[src/rtl/uart_tx_arbiter.sv]
// Round-robin arbiter that shares one UART transmitter between NUM_REQ
// valid/ready requesters, with a WAIT-state watchdog for a silent UART.
module uart_tx_arbiter #(
  parameter int NUM_REQ = 4,
  parameter int WIDTH   = 8,
  parameter int ID_W    = 2,
  parameter int TIMEOUT = 64
) (
  input  logic                     tx_clk,
  input  logic                     tx_reset,
  input  logic [NUM_REQ-1:0]       req_valid,
  input  logic [NUM_REQ*WIDTH-1:0] req_data,
  output logic [NUM_REQ-1:0]       req_ready,
  output logic                     uart_start,
  output logic [WIDTH-1:0]         uart_data,
  input  logic                     uart_done,
  output logic                     busy,
  output logic [ID_W-1:0]          grant_id,
  output logic                     timeout_err
);

  localparam int              TW   = $clog2(TIMEOUT);
  localparam logic [TW-1:0]   TMAX = TW'(TIMEOUT - 1);
  localparam logic [ID_W+1:0] NREQ = (ID_W + 2)'(NUM_REQ);

  typedef enum logic [1:0] {IDLE, START, WAIT, GAP} state_t;

  state_t                 state;
  logic [ID_W-1:0]        last_grant;
  logic [TW-1:0]          timer;
  logic                   any_valid;
  logic [2*NUM_REQ-1:0]   valid_dbl;
  logic [NUM_REQ-1:0]     valid_rot;
  logic [ID_W+1:0]        base;
  logic [ID_W+1:0]        offset;
  logic [ID_W+1:0]        sum;
  logic [ID_W-1:0]        winner;

  // Rotate the request vector so bit 0 is the slot after last_grant, then
  // take the lowest set bit and map it back to an absolute index.
  always_comb begin
    any_valid = |req_valid;
    valid_dbl = {req_valid, req_valid};
    base      = {2'b00, last_grant} + (ID_W + 2)'(1);
    valid_rot = NUM_REQ'(valid_dbl >> base);
    offset    = '0;
    for (int unsigned i = NUM_REQ; i > 0; i--) begin
      if (valid_rot[i-1]) offset = (ID_W + 2)'(i - 1);
    end
    sum = base + offset;
    if (sum >= NREQ) sum = sum - NREQ;
    winner    = sum[ID_W-1:0];
    req_ready = '0;
    if (state == IDLE && any_valid) req_ready[winner] = 1'b1;
  end

  // uart_start and busy are registered on the same edges that enter START
  // and leave GAP, so they match a pure state decode cycle for cycle.
  always_ff @(posedge tx_clk or posedge tx_reset) begin
    if (tx_reset) begin
      state       <= IDLE;
      last_grant  <= ID_W'(NUM_REQ - 1);
      timer       <= '0;
      uart_start  <= 1'b0;
      uart_data   <= '0;
      busy        <= 1'b0;
      grant_id    <= '0;
      timeout_err <= 1'b0;
    end else begin
      uart_start  <= 1'b0;
      timeout_err <= 1'b0;
      unique case (state)
        IDLE: begin
          if (any_valid) begin
            uart_data  <= req_data[winner*WIDTH +: WIDTH];
            grant_id   <= winner;
            last_grant <= winner;
            uart_start <= 1'b1;
            busy       <= 1'b1;
            state      <= START;
          end
        end
        START: begin
          timer <= '0;
          state <= WAIT;
        end
        WAIT: begin
          if (uart_done) begin
            state <= GAP;
          end else if (timer == TMAX) begin
            timeout_err <= 1'b1;
            state       <= GAP;
          end else begin
            timer <= timer + TW'(1);
          end
        end
        GAP: begin
          busy  <= 1'b0;
          state <= IDLE;
        end
        default: state <= IDLE;
      endcase
    end
  end

endmodule

[config.mk]
export PLATFORM = sky130hd
export DESIGN_NAME = uart_tx_arbiter
export DESIGN_NICKNAME = d
export VERILOG_FILES = /design/src/rtl/uart_tx_arbiter.sv
export SDC_FILE = /design/constraint.sdc
export NUM_CORES = 1
export LEC_CHECK = 0
export ABC_AREA = 1
export CAP_MARGIN = 20
export CORE_MARGIN = 2
export CORE_UTILIZATION = 41
export DETAILED_ROUTE_END_ITERATION = 10
export PLACE_DENSITY = 0.76
export SYNTH_ARGS = -nofsm -noshare
export SYNTH_HDL_FRONTEND = slang
export SYNTH_SLANG_ARGS = --single-unit
[constraint.sdc]
create_clock -name tx_clk -period 2.3 [get_ports tx_clk]
set_input_delay 0.46 -clock tx_clk [delete_from_list [all_inputs] [get_ports tx_clk]]
set_output_delay 0.46 -clock tx_clk [all_outputs]
set_load 0.05 [all_outputs]
# Word level (Yosys, flattened, before mapping)
# Cells that the tools add are included.
# word_totals
ff_bits	23
in_bits	39
output_inout_bits	17
wordCells	57
# classes
addsub	4
order_cmp	3
eq_ne	8
shift	2
muxes	22
n_reduce_logical	10
# op_table
operator	count
$shiftx 32x6->8	1
$mux 2	6
$mux 4	3
$mux 6	2
$pmux 6 s2	1
$pmux 2 s4	1
$shr 8x3->4	1
$mux 1	7
$add 6x1->6 const B	1
$eq 6x6->1 const B	1
$ne 2x2->1 const B	3
$reduce_and 2->1	3
$add 3x4->4	1
$eq 2x2->1 const B	2
$ge 4x3->1 const B	1
$reduce_bool 2->1	2
$reduce_or 4->1	1
$add 2x1->3 const B	1
$lt 2x3->1 const B	1
$ne 3x3->1 const B	1
$reduce_and 3->1	1
$demux 1 s2	1
$eq 2x1->1 const B	1
$ge 2x1->1 const B	1
other kinds (4)	5

# Depth between registers and ports, before layout
# logic_depth
word_depth	14
depth_mapped	15
depth_no_buf	14

# Worst setup path before layout
# No wires, ideal clock.
# synth_path
path_kind	reg2out
startpoint	register last_grant[0]
endpoint	output req_ready[2]
arrival_time_ns	2.483
required_time_ns	1.840
slack_ns	-0.643
stages_incl_launch_ff	13
path_buffers	2
cell_sequence	dfstp_2 > inv_2 > nand2_1 > nand3_1 > nand2_1 > nand3_1 > nand2_1 > nand2_1 > ha_1 > buf_2 > clkinv_1 > buf_2 > nor2_1
# synth_between
elab_chain_len	14
word_cells_on_any_way	16
classes_between	add/sub: 3; order compare: 3; shift: 1; mux: 8; reduce/logical: 1
# synth_rtl
element	line_no	rtl
from (decl)	29	logic [ID_W-1:0] last_grant;
from (signal assigned)	62	last_grant <= ID_W'(NUM_REQ - 1);
from (signal assigned)	77	last_grant <= winner;
$add 2x1->3 (*)	44	base = {2'b00, last_grant} + (ID_W + 2)'(1);
$shr 8x3->4	45	valid_rot = NUM_REQ'(valid_dbl >> base);
$mux 2 (2 in a row)	48	if (valid_rot[i-1]) offset = (ID_W + 2)'(i - 1);
$mux 4 (2 in a row)	48	
$add 3x4->4 (*)	50	sum = base + offset;
$ge 4x3->1 / $sub 2x1->2 (equally long branches)	51	if (sum >= NREQ) sum = sum - NREQ;
$mux 2 (*)	51	
$lt 2x3->1 (not written as such) / $ge 2x1->1 (equally long branches)	54	if (state == IDLE && any_valid) req_ready[winner] = 1'b1;
$logic_and 1x1->1 (not written as such)	54	
$mux 1 (not written as such)	54	
$demux 1 s2 (*)	54	
$mux 4 (*)	54	
to (decl)	13	output logic [NUM_REQ-1:0] req_ready,
# Every way passes the cells marked *; elsewhere a longest branch is shown, timed or not.

# Worst setup path after layout
# Ends and elaborated chain as after synthesis.

==> key figures <==
Synth
  – Post-Synth XOR/XNOR Area: 0.538%
  – Mapped Avg Cell Area: 7.65 um2
  – Synth Instances: 213
  – Yosys top cell by area: dfrtp_1
  – Synth warn: 0
  – Post-synth EDFFs: 0
  – Ranking of synthesized cells by area: dfrtp_1, nand2_1, nand3_2
  – Net Count, Synth: 260
  – Post-Synth Simple-Gate Area: 46.6%
  – Mux share of post-synthesis cell area: 0%
  – Most used DFF post-synth: dfrtp_1
  – Yosys reg bits: 23
  – Adder-cell share of the synthesized area: 6.14%
  – Post-synthesis cell area: 1630 um2
  – Post-synth top area share: 32.3%
  – Synth Area in Compound Gates: 5.38%
  – Async set-reset flop share out of synthesis: 100%
  – Main combinational cell family by area after synthesis: simple AND/OR/NAND/NOR gates
  – Count of different cell masters after synthesis: 30
  – Seq/Total Area, Yosys: 35.5%

Critical path
  – Critical path type: flop to output port
  – Worst Path Arrival: 2.35 ns
  – R2R depth: 16
  – WP data required: 1.84 ns
  – Startpoint Class: flop
  – Endpoint class of the critical path: output port
  – CP Max Fanout: 5

Timing
  – Clock Skew: 0.00667 ns
  – Period utilization: 122%
  – Worst slew pin tran: 0.506 ns
  – Final hold slack: 0.488 ns
  – Final setup viols: 5
  – Hold Vio Cnt, Final: 0
  – Slew HR: 66.2%
  – RSZ-0062 raised after global routing: yes
  – Final Max Slew Viols: 0
  – Max Freq: 356 MHz
  – Min cycle time layout: 2.81 ns
  – Setup ws final: -0.512 ns

Placed design
  – Placed cell count: 327
  – Final HPWL DP: 2.94 mm
  – I/O Buffers: 55
  – Placed instance area: 2420 um2
  – Routability Congestion: 0.806

Worst hold path
  – HP Class: flop to flop
  – Hold Path Depth: 2

Layout
  – Commonest cells after routing, fill and taps aside: nand2_1, clkdlybuf4s50_1, buf_4, nand3_2, dfrtp_1
  – Nets@finish: 343
  – Commonest non-fill, non-tap cell in the layout: nand2_1
  – Synthesis-to-layout area growth: 62.9%
  – ANT cells: 0
  – Layout Cells excl Fill: 343
  – Fin area: 2650 um2
  – Layout cell share with drive strength beyond 1: 30.8%
  – Final core utilization: 70.9%

Global routing
  – Met3 usage: 4.22%
  – Largest net degree at the start of global routing: 24
  – Global route hottest layer: met2
  – Gr usage total: 20.1%
  – Overflow after GRT: 0
  – Grt met1 use: 25.4%
  – First-pass GRT wire length: 7.04 mm
  – Routing usage on met2: 34.4%
  – Antenna violations before repair: 0
  – Vias in the first global route: 1645

Clocking
  – Clock-pin slew on the worst setup and hold paths: 0.09 ns
  – Clk sinks: 23
  – H-tree depth: 1
  – Worst skew pair latency: 0.26 ns
  – Num CTS Buffers: 3
  – Clk buf depth: 2
  – CTS tree: built
  – CTS Root Cell: clkbuf_8
  – Hold buffers post-CTS: 0

Status
  – Failing checks: setup timing
  – Outcome: finished with violations

Drt
  – Vias per cell: 4.93
  – Drt pass-1 iters: 4
  – Routed vias: 1690
  – Antenna-violating nets left: 0
  – Final WL: 4.16 mm
  – DR WL/cell: 12.1 um
  – Drt drc: 0
  – 1st-iter DRT viols: 48

Floorplan
  – I/O pins: 56
  – Core area: 3740 um2
  – Die W: 67.0 um
  – Floorplan row count: 22
  – Chip Height: 67.0 um
  – DIE AREA: 4490 um2
  – Initial Utilization: 43.5%

Job
  – MaxCap Viol Count: 0
cell families after synthesis:
family / count (synthesis)
xor+xnor: 1
flops: 23
buf+inv: 23
compound gates: 16
fa+ha+maj: 8
simple gates: 142
layer usage:
layer  up-vias  share of wire [%]
met1       769                 44
li1        859                  -
met4         0               0.79
met2        60                 49
met3         2                5.7
met5         -                  0
worst paths after layout:
| kind | startpoint | end | slack [ns] |
|---|---|---|---|
| hold / removal | grant_id[0]$_DFFE_PP0P_ | grant_id[0]$_DFFE_PP0P_ | 0.49 |
| min in group asynchronous | tx_reset | grant_id[0]$_DFFE_PP0P_ | 0.53 |
| setup reg to reg | last_grant[0]$_DFFE_PP1P_ | last_grant[1]$_DFFE_PP1P_ | -0.02 |
| setup / recovery | last_grant[0]$_DFFE_PP1P_ | req_ready[2] | -0.51 |
| max in group asynchronous | tx_reset | last_grant[1]$_DFFE_PP1P_ | 1.48 |
| hold reg to reg | grant_id[0]$_DFFE_PP0P_ | grant_id[0]$_DFFE_PP0P_ | 0.49 |
layout make-up:
class,instances,area [um2]
fillers,291,1090
multi-input cells,167,1080
repair buffers,83,812
flip-flops and latches,23,578
inverters,18,72.6
well taps,48,60.1
clock buffers,3,41.3
clock inverters,1,5.00
sequential cells by signal (all words and copies together), names as in the netlist:
name / cells
last_grant: 2
timeout_err: 1
uart_data: 8
busy: 1
uart_start: 1
timer: 6
grant_id: 2
state: 2
timing repair:
| action | in CTS | in global routing |
|---|---|---|
| endpoints found under the setup margin | 4 | 14 |
| endpoints found under the hold margin | 0 | 0 |
| pin swaps | 14 | 15 |
| gates resized for setup | 13 | 13 |
| setup buffers | 10 | 3 |
critical path, stage by stage, from the launching register on:
cell and delay (ns):
dfstp_2 0.59, inv_4 0.06, nand2_2 0.07, nand3_2 0.07
nand2_2 0.09, nand3_2 0.06, nand2_1 0.08, nand2_2 0.07
ha_4 0.18, xnor2_4 0.21, inv_2 0.07, nand2_4 0.11
nand3_4 0.11, nor2_4 0.16, buf_12 0.14
synthesized netlist by cell type, types with 3 or more instances:
master and instances:
nor2_2 5, nor2_1 8, nand4_1 9, inv_1 13, ha_1 8, nand2_1 81, a21oi_1 4, o21ai_0 9
buf_2 3, nand3_2 17, dfrtp_1 21, nand3_1 12
stage by stage:
stage / setup TNS, ns / setup slack (ns)
floorplan: -0.858 / -0.234
global placement: -3.42 / -0.550
detailed placement: -3.91 / -0.578
CTS: -1.82 / -0.472
global route: -2.64 / -0.606
finish: -2.02 / -0.512
Power is left out: the tool's default activity adds up to more than one toggle a clock period on the data nets, which glitch-free logic cannot reach.
